File: config.mk
export PLATFORM = sky130hd
export DESIGN_NAME = e203_nts_ctx_ctrl
export DESIGN_NICKNAME = d
export VERILOG_FILES = /design/src/rtl/e203_nts_ctx_ctrl_pkg.sv /design/src/rtl/e203_nts_ctx_ctrl_ram.sv /design/src/rtl/e203_nts_ctx_ctrl.sv
export SDC_FILE = /design/constraint.sdc
export NUM_CORES = 2
export LEC_CHECK = 0
export ABC_CLOCK_PERIOD_IN_PS = 9980
export BUFFER_PORTS_ARGS = -buffer_cell sky130_fd_sc_hd__buf_2
export CORE_AREA = 5 5 637 639
export DETAILED_ROUTE_END_ITERATION = 8
export DIE_AREA = 0 0 642 644
export SLEW_MARGIN = 20
export SYNTH_ARGS = -nofsm -noshare
export SYNTH_HDL_FRONTEND = slang
export SYNTH_SLANG_ARGS = --single-unit
File: constraint.sdc
create_clock -name clk -period 9.98 [get_ports clk]
set_input_delay 2.994 -clock clk [delete_from_list [all_inputs] [get_ports clk]]
set_output_delay 2.994 -clock clk [all_outputs]
set_load 0.05 [all_outputs]
File: src/rtl/e203_nts_ctx_ctrl_pkg.sv
// Shared parameters, state encoding and widths for the interrupt context stash.
package e203_nts_ctx_ctrl_pkg;

    localparam int XLEN           = 32;
    localparam int E203_NTS_GRP_W = 4 * XLEN;
    localparam int E203_NTS_DEPTH = 4;

    localparam int GRP_W   = E203_NTS_GRP_W;
    localparam int DEPTH   = E203_NTS_DEPTH;
    localparam int SLOT_W  = $clog2(DEPTH);
    localparam int AW      = SLOT_W + 2;          // slot x 4 beats
    localparam int WORDS   = DEPTH * 4;
    localparam int DEPTH_W = $clog2(DEPTH + 1);

    typedef enum logic [2:0] {
        ST_IDLE   = 3'd0,
        ST_SAVE   = 3'd1,
        ST_RD     = 3'd2,
        ST_RDLAST = 3'd3,
        ST_DONE   = 3'd4
    } state_t;

endpackage

File: src/rtl/e203_nts_ctx_ctrl_ram.sv
// Single-port context RAM: one 128-bit beat per word, 1-cycle read latency,
// a write in the same cycle suppresses the read.
module e203_nts_ctx_ctrl_ram
    import e203_nts_ctx_ctrl_pkg::*;
(
    input  logic             clk,
    input  logic             we,
    input  logic [AW-1:0]    addr,
    input  logic [GRP_W-1:0] wdata,
    output logic [GRP_W-1:0] rdata
);

    logic [GRP_W-1:0] mem_q [WORDS];
    logic [GRP_W-1:0] rdata_q;

    // Storage array and registered read port; contents are not reset.
    always_ff @(posedge clk) begin
        if (we) begin
            mem_q[addr] <= wdata;
        end else begin
            rdata_q <= mem_q[addr];
        end
    end

    assign rdata = rdata_q;

endmodule

File: src/rtl/e203_nts_ctx_ctrl.sv
// Interrupt context stash: pushes a 4-group register snapshot onto a nested
// stack in RAM on save, pops and presents it back to the regfile on restore.
//
// Request semantics: save (save_2ram & irq_i) and restore_req are single-cycle
// strobes sampled on the rising edge; there is no back-pressure. A strobe seen
// while busy is remembered in a pend bit (one deep per type); a second one of
// the same type is merged and flagged in err_drop. restore_vld is a one-cycle
// pulse while reg_data*_o already hold the complete restored context.
module e203_nts_ctx_ctrl
    import e203_nts_ctx_ctrl_pkg::*;
(
    input  logic               clk,
    input  logic               rst,
    input  logic               save_2ram,
    input  logic               irq_i,
    input  logic [GRP_W-1:0]   reg_data1_i,
    input  logic [GRP_W-1:0]   reg_data2_i,
    input  logic [GRP_W-1:0]   reg_data3_i,
    input  logic [GRP_W-1:0]   reg_data4_i,
    input  logic               restore_req,
    input  logic               err_clr,
    output logic [GRP_W-1:0]   reg_data1_o,
    output logic [GRP_W-1:0]   reg_data2_o,
    output logic [GRP_W-1:0]   reg_data3_o,
    output logic [GRP_W-1:0]   reg_data4_o,
    output logic               restore_vld,
    output logic               busy,
    output logic [DEPTH_W-1:0] depth,
    output logic               err_ovf,
    output logic               err_unf,
    output logic               err_drop,
    output logic [2:0]         dbg_state
);

    state_t                  state_q, state_d;
    logic [1:0]              b_q, b_d;
    logic [DEPTH_W-1:0]      depth_q, depth_d;
    logic                    pend_save_q, pend_save_d;
    logic                    pend_rest_q, pend_rest_d;
    logic                    err_ovf_q, err_ovf_d;
    logic                    err_unf_q, err_unf_d;
    logic                    err_drop_q, err_drop_d;
    logic [3:0][GRP_W-1:0]   snap_q, snap_d;
    logic [3:0][GRP_W-1:0]   grp_q, grp_d;

    logic                    live_save;
    logic                    save_eff;
    logic                    rest_eff;
    logic                    set_ovf, set_unf, set_drop;
    logic [DEPTH_W-1:0]      rd_slot;
    logic [AW-1:0]           wr_addr, rd_addr;
    logic                    ram_we;
    logic [AW-1:0]           ram_addr;
    logic [GRP_W-1:0]        ram_wdata;
    logic [GRP_W-1:0]        ram_rdata;

    assign live_save = save_2ram & irq_i;
    assign save_eff  = live_save | pend_save_q;
    assign rest_eff  = restore_req | pend_rest_q;
    assign rd_slot   = depth_q - DEPTH_W'(1);
    assign wr_addr   = {depth_q[SLOT_W-1:0], b_q};
    assign rd_addr   = {rd_slot[SLOT_W-1:0], b_q};

    // Next-state, request arbitration, pend bookkeeping and RAM control.
    always_comb begin
        state_d     = state_q;
        b_d         = b_q;
        depth_d     = depth_q;
        pend_save_d = pend_save_q;
        pend_rest_d = pend_rest_q;
        snap_d      = snap_q;
        grp_d       = grp_q;
        set_ovf     = 1'b0;
        set_unf     = 1'b0;
        set_drop    = 1'b0;
        ram_we      = 1'b0;
        ram_addr    = rd_addr;
        ram_wdata   = snap_q[b_q];

        case (state_q)
            ST_IDLE: begin
                if (save_eff) begin
                    // Save has priority; a coincident restore waits in pend_rest.
                    if (live_save && pend_save_q) set_drop = 1'b1;
                    pend_save_d = 1'b0;
                    if (depth_q == DEPTH_W'(DEPTH)) begin
                        set_ovf = 1'b1;
                    end else begin
                        snap_d  = {reg_data4_i, reg_data3_i, reg_data2_i, reg_data1_i};
                        state_d = ST_SAVE;
                        b_d     = 2'd0;
                    end
                    if (restore_req) begin
                        if (pend_rest_q) set_drop = 1'b1;
                        pend_rest_d = 1'b1;
                    end
                end else if (rest_eff) begin
                    if (restore_req && pend_rest_q) set_drop = 1'b1;
                    pend_rest_d = 1'b0;
                    if (depth_q == '0) begin
                        set_unf = 1'b1;
                    end else begin
                        state_d = ST_RD;
                        b_d     = 2'd0;
                    end
                end
            end
            ST_SAVE: begin
                ram_we   = 1'b1;
                ram_addr = wr_addr;
                b_d      = b_q + 2'd1;
                if (b_q == 2'd3) begin
                    depth_d = depth_q + DEPTH_W'(1);
                    state_d = ST_IDLE;
                end
            end
            ST_RD: begin
                // Beat b-1 issued last cycle is on the RAM output now.
                b_d = b_q + 2'd1;
                if (b_q != 2'd0) grp_d[b_q - 2'd1] = ram_rdata;
                if (b_q == 2'd3) state_d = ST_RDLAST;
            end
            ST_RDLAST: begin
                grp_d[3] = ram_rdata;
                state_d  = ST_DONE;
            end
            ST_DONE: begin
                depth_d = depth_q - DEPTH_W'(1);
                state_d = ST_IDLE;
            end
            default: begin
                state_d = ST_IDLE;
            end
        endcase

        // Requests arriving mid-operation are queued one deep per type.
        if (state_q != ST_IDLE) begin
            if (live_save) begin
                if (pend_save_q) set_drop = 1'b1;
                pend_save_d = 1'b1;
            end
            if (restore_req) begin
                if (pend_rest_q) set_drop = 1'b1;
                pend_rest_d = 1'b1;
            end
        end
    end

    // Sticky error flags: a new event outranks a coincident clear.
    always_comb begin
        err_ovf_d  = (err_ovf_q  & ~err_clr) | set_ovf;
        err_unf_d  = (err_unf_q  & ~err_clr) | set_unf;
        err_drop_d = (err_drop_q & ~err_clr) | set_drop;
    end

    // State and datapath registers; reset aborts any operation in flight.
    always_ff @(posedge clk) begin
        if (rst) begin
            state_q     <= ST_IDLE;
            b_q         <= 2'd0;
            depth_q     <= '0;
            pend_save_q <= 1'b0;
            pend_rest_q <= 1'b0;
            err_ovf_q   <= 1'b0;
            err_unf_q   <= 1'b0;
            err_drop_q  <= 1'b0;
            snap_q      <= '0;
            grp_q       <= '0;
        end else begin
            state_q     <= state_d;
            b_q         <= b_d;
            depth_q     <= depth_d;
            pend_save_q <= pend_save_d;
            pend_rest_q <= pend_rest_d;
            err_ovf_q   <= err_ovf_d;
            err_unf_q   <= err_unf_d;
            err_drop_q  <= err_drop_d;
            snap_q      <= snap_d;
            grp_q       <= grp_d;
        end
    end

    e203_nts_ctx_ctrl_ram u_ram (
        .clk   (clk),
        .we    (ram_we),
        .addr  (ram_addr),
        .wdata (ram_wdata),
        .rdata (ram_rdata)
    );

    assign reg_data1_o = grp_q[0];
    assign reg_data2_o = grp_q[1];
    assign reg_data3_o = grp_q[2];
    assign reg_data4_o = grp_q[3];
    assign restore_vld = (state_q == ST_DONE);
    assign busy        = (state_q != ST_IDLE);
    assign depth       = depth_q;
    assign err_ovf     = err_ovf_q;
    assign err_unf     = err_unf_q;
    assign err_drop    = err_drop_q;
    assign dbg_state   = state_q;

endmodule
# Word-level counts from Yosys, hierarchy flattened
# Memory sizes are Yosys's and may differ from the RTL's. A register that Yosys moved wholly into a read port is not among the register bits.
# Index checks and enable logic that the tools add are counted.
[word_totals]
reg_bits = 1037
ramBits = 2048
input_bits = 518
output_inout_bits = 523
mem_count = 1
[classes]
n_addsub = 4
magnitude_cmp = 3
n_eq_ne = 12
muxes = 54
n_bitwise = 11
n_reduce_logical = 18
[memory_table]
columns = ["name", "words", "width", "rd", "rd_ports_with_merged_regs", "wr", "line_no", "rtl"]
rows = [
  ["u_ram.mem_q", 16, 128, 1, 1, 1, "e203_nts_ctx_ctrl_ram.sv:13", "logic [GRP_W-1:0] mem_q [WORDS];"],
]
[op_table]
columns = ["cell", "count"]
rows = [
  ["512-bit bitwise mux", 1],
  ["512-bit 2-to-1 mux", 1],
  ["128-bit binary-select mux with 2-bit select", 1],
  ["128-bit demux with 2-bit select", 1],
  ["128-bit 2-to-1 mux", 2],
  ["128-bit case mux with 2 select lines", 1],
  ["1-bit 2-to-1 mux", 32],
  ["3-bit 2-to-1 mux", 7],
  ["3-bit case mux with 4 select lines", 1],
  ["3-bit != test (second input constant)", 3],
  ["2-bit 2-to-1 mux", 4],
  ["2-bit nonzero test", 4],
  ["3-bit by 2-bit equality test with 1-bit output (second input constant)", 2],
  ["3-bit equality test (second input constant)", 2],
  ["3-bit logical NOT", 2],
  ["2-bit by 3-bit < comparator with 1-bit output (second input constant)", 2],
  ["2-bit != test (second input constant)", 3],
  ["3-bit case mux with 2 select lines", 1],
  ["2-bit AND reduction", 3],
  ["1-bit bitwise OR", 5],
  ["5-bit AND reduction", 1],
  ["1-bit AND", 4],
  ["4-bit 2-to-1 mux", 1],
  ["2-bit case mux with 2 select lines", 1],
  ["other kinds (14)", 17],
]

# Longest topological paths before layout
[depth]
ltp_word = 13
ltp_mapped = 12

# By module
# From an unflattened synthesis, not the netlist that was laid out.
[hier_totals]
cells_unflattened = 7967
hier_area_um2 = 119353.2
[by_module_without_submodules]
columns = ["module", "n_inst", "cells_each", "area_per_inst_um2", "seq_area_each_um2"]
rows = [
  ["e203_nts_ctx_ctrl_ram", 1, 3272, 80325.8, 65342.7],
  ["e203_nts_ctx_ctrl", 1, 4695, 39027.4, 20759.9],
]

# Least setup slack after synthesis
# OpenSTA, ideal clock, no wires.
[synth_path]
path_kind = "flip-flop to flip-flop"
startpoint = "register depth_q[0] (netlist: depth[0])"
endpoint = "memory u_ram.mem_q[0][0] (netlist bit) (enable)"
setup_time_ns = 0.632
arrival_time_ns = 7.744
t_required_ns = 9.348
slack_ns = 1.604
stages_incl_launch_ff = 9
synth_period_minus_slack_ns = 8.376
cell_sequence = "dfxtp_1 > clkbuf_1 > inv_1 > ha_1 > nand2_1 > mux2i_2 > buf_4 > buf_4 > nor2b_1"
[synth_between]
elab_chain_len = 2
[synth_rtl]
columns = ["element", "line_no", "rtl"]
rows = [
  ["start: declaration", "e203_nts_ctx_ctrl.sv:37", "logic [DEPTH_W-1:0] depth_q, depth_d;"],
  ["start signal: assignment", "e203_nts_ctx_ctrl.sv:172", "depth_q <= depth_d;"],
  ["3-bit by 1-bit subtractor with 3-bit output", "--", ""],
  ["4-bit 2-to-1 mux (*)", "e203_nts_ctx_ctrl.sv:80", "case (state_q)"],
  ["end: declaration", "e203_nts_ctx_ctrl_ram.sv:13", ""],
]
# Mark *: on every way between the ends. The rest lies on a longest branch, timed or not.

# Worst setup path in the final report
[layout_path]
startpoint = "register state_q[2] (netlist: dbg_state[2])"
endpoint = "output restore_vld"
[layout_between]
elab_chain_len = 1
[layout_rtl]
columns = ["element", "line_no", "rtl"]
rows = [
  ["start: declaration", "e203_nts_ctx_ctrl.sv:35", "state_t state_q, state_d;"],
  ["start signal: assignment", "e203_nts_ctx_ctrl.sv:170", "state_q <= state_d;"],
  ["3-bit equality test", "e203_nts_ctx_ctrl.sv:195", "assign restore_vld = (state_q == ST_DONE);"],
  ["end: declaration", "e203_nts_ctx_ctrl.sv:26", "output logic restore_vld,"],
]
# Every way passes these cells.

==> flow_summary.json <==
{
  "status": "finished, final reports clean",
  "antenna_found_initial": 68,
  "p_int_mw": 22.1,
  "antenna_left": 0,
  "die_w_um": 642,
  "p_clk_share_pct": 46.0,
  "cts_root_buffer": "clkbuf_16",
  "fin_util_pct": 35.5,
  "p_per_area_nw_per_um2": 199,
  "tightest_slew_ps": 1160,
  "post_cts_buffers": 0,
  "leakage_nw": 47.0,
  "worstPathMaxFanout": 12,
  "die-area_um2": 413000,
  "first_pass_iters": 6,
  "initial_core_util_pct": 29.9,
  "drv_cap": 0,
  "worstHoldStart": "reg_data4_o[91]",
  "grtUsageTotal_pct": 16.9,
  "vias": 71800,
  "finalHoldViolCount": 0,
  "drive_gt1_share_pct": 25.4,
  "clk_latency_ps": 950,
  "comb_power_share_pct": 2.8,
  "end_kind": "output pin",
  "r2r_cells": 7,
  "p_total_mw": 28.2,
  "place_congestion": 0.829,
  "grt_pass1_vias": 72100,
  "num_io_pins": 1041,
  "wl_per_cell_um": 25.1,
  "syn_avg_cell_area_um2": 14.9,
  "grt_max_degree": 214,
  "rows": 232,
  "grt_pass1_wl_mm": 517,
  "ys_ff_latch": 3213,
  "ys_warn_count": 0,
  "holdCritPathClass": "reg -> reg",
  "synth.cell_area_um2": 119000,
  "cts.clk_slew.worst_paths_ps": 60,
  "drv_slew": 0,
  "slew_headroom_pct": 22.5,
  "seq_power_share_pct": 51.2,
  "r2r_start": "b_q[1]",
  "core_um2": 399000,
  "yosys.area.top_type": "edfxtp_1",
  "switching_share_pct": 21.6,
  "finalClockSkew_ps": 45.8,
  "cts-buffers-inserted": 344,
  "setup_tns_ps": 0,
  "post_dp_cell_area_um2": 130000,
  "multi_input_area_um2": 30600,
  "netlist_top_cells_count": "nand2_1, edfxtp_1, dfxtp_1, a21oi_1, mux4_2",
  "hold_buffers": 0,
  "finalInstanceArea_um2": 141000,
  "hpwl_mm": 227,
  "crit_required_ps": 6990,
  "cts_tree": "yes",
  "setup.worst_path.start_class": "flip-flop",
  "fill_cells": 37700,
  "ir_worst_vdd_v": 0.000150,
  "holdPathEnd": "reg_data4_o[91]",
  "syn_inst": 7967,
  "setup_viol": 0,
  "synth_cell_types": 42,
  "r2r-end": "u_ram.rdata[73]",
  "clock.fmax_mhz": 179,
  "ys_async_sr_fraction_pct": 0,
  "syn-num-nets": 8493,
  "min_period_over_period_pct": 55.9,
  "cts_resized": 0,
  "worstSetupPathType": "reg -> out",
  "port_buffers": 1040,
  "drt_iter0_markers": 6613,
  "rsz0062_at_grt": "false",
  "drc": 0,
  "cts_max_level": 5,
  "yosys.area.top_type_share_pct": 54.9,
  "clockBufferDepth": 4,
  "wirelength_mm": 364,
  "holdWs_ps": 449,
  "fin_crit_ps": 5580,
  "synthTopCellsByArea": "edfxtp_1, dfxtp_1, mux4_2",
  "drt-vias-per-instance": 4.95,
  "synth_edf_count": 2176,
  "yosysMostFrequentCell": "nand2_1",
  "crit_arrival_ps": 2580,
  "final_net_count": 9445,
  "grt-ovfl-total": 0,
  "rrSetupSlack_ps": 4740,
  "p_sw_mw": 6.10,
  "clkSinkCount": 3213,
  "die_height_um": 644,
  "ys_seq_area_share_pct": 72.3,
  "ys.flop_type": "edfxtp_1",
  "seqCellArea_um2": 86100,
  "hold_depth": 2,
  "syn2layout_area_growth_pct": 18.8
}
-- stage by stage --
step / worst slack, ps / cells
after floorplan: 1600 / 7967
final: 4400 / 14500
after CTS: 4320 / 14500
after global placement: 4260 / 13800
after global routing: 4190 / 14500
after detailed placement: 4120 / 13800
-- power by group through the flow --
stage	Clock, mW	Sequential, mW	Combinational (mW)
3_5_place_dp	0	14.7	0.789
5_1_grt	13.9	14.5	0.860
2_1_floorplan	0	14.7	0.450
3_3_place_gp	0	14.7	0.766
6_report	13.0	14.4	0.785
4_1_cts	13.3	14.4	0.791
-- worst max-delay path, cell delays in order (launching register included) --
cell,delay (ps)
dfxtp_1,700
nor3b_1,570
buf_2,380
-- logic make-up after synthesis --
family / after synthesis / synth area share (%)
buffers and inverters: 552 / 2.22
DFF: 3213 / 72.3
AOI/OAI and AO/OA: 1300 / 6.03
and+or+nand+nor: 2245 / 7.18
adders and majority gates: 8 / 0.0841
muxes: 646 / 12.2
xor gates and xnor gates: 3 / 0.0221
-- layout make-up --
cell class / instances / share of cell area [%]
Timing Repair Buffer: 1151 / 4.58
Clock inverter: 189 / 1.54
Antenna cell: 33 / 0.0584
Clock buffer: 446 / 6.64
Inverter: 7 / 0.0221
Tap cell: 5265 / 4.66
Sequential cell: 3213 / 60.9
Multi-Input combinational cell: 4202 / 21.6
-- how the worst max path moves through the flow --
stage                        endpoint  slack [ps]  depth (start not counted)          from
floorplan           u_ram.mem_q[0][0]        1600                          8      depth[0]
global placement           snap_q[75]        4260                          7     save_2ram
detailed placement        snap_q[323]        4120                          7     save_2ram
CTS                       restore_vld        4320                          2  dbg_state[2]
global route              restore_vld        4190                          2  dbg_state[2]
finish                    restore_vld        4400                          2  dbg_state[2]
-- state kept, by name, summed over array words and instances (netlist names), 2 cells and up --
register	count
snap_q	512
depth	3
u_ram.mem_q	2048
u_ram.rdata	128
b_q	2
reg_data4_o	128
reg_data2_o	128
dbg_state	3
reg_data3_o	128
reg_data1_o	128
-- metal layers --
layer	GRT usage, %	routed length, um	up-vias	part of all wire, %
met3	2.91	24200	578	6.7
met1	24.1	163000	37000	45
met5	0	99	-	0.027
met2	26.3	166000	2669	46
met4	5.13	11000	18	3.0
li1	-	-	31500	-
-- layout by cell type, fill, tap and decap left out, drive strengths merged, types with 2 or more instances in the layout --
cell type,n
nor4,2
nand3,2
buf,1151
clkinv,127
a211o,2
dfxtp,1037
bufinv,31
clkinvlp,11
and2,3
a21oi,1031
nor3,5
diode,33
a22oi,257
nor2b,5
or2,2
inv,27
xnor2,2
and3,2
mux2i,6
nand3b,2
edfxtp,2176
nand2b,6
clkbuf,446
mux4,640
ha,8
nor3b,2
nor2,24
o21ai,2
a31oi,3
nand2,2187
(Power assumes the default switching activity.)
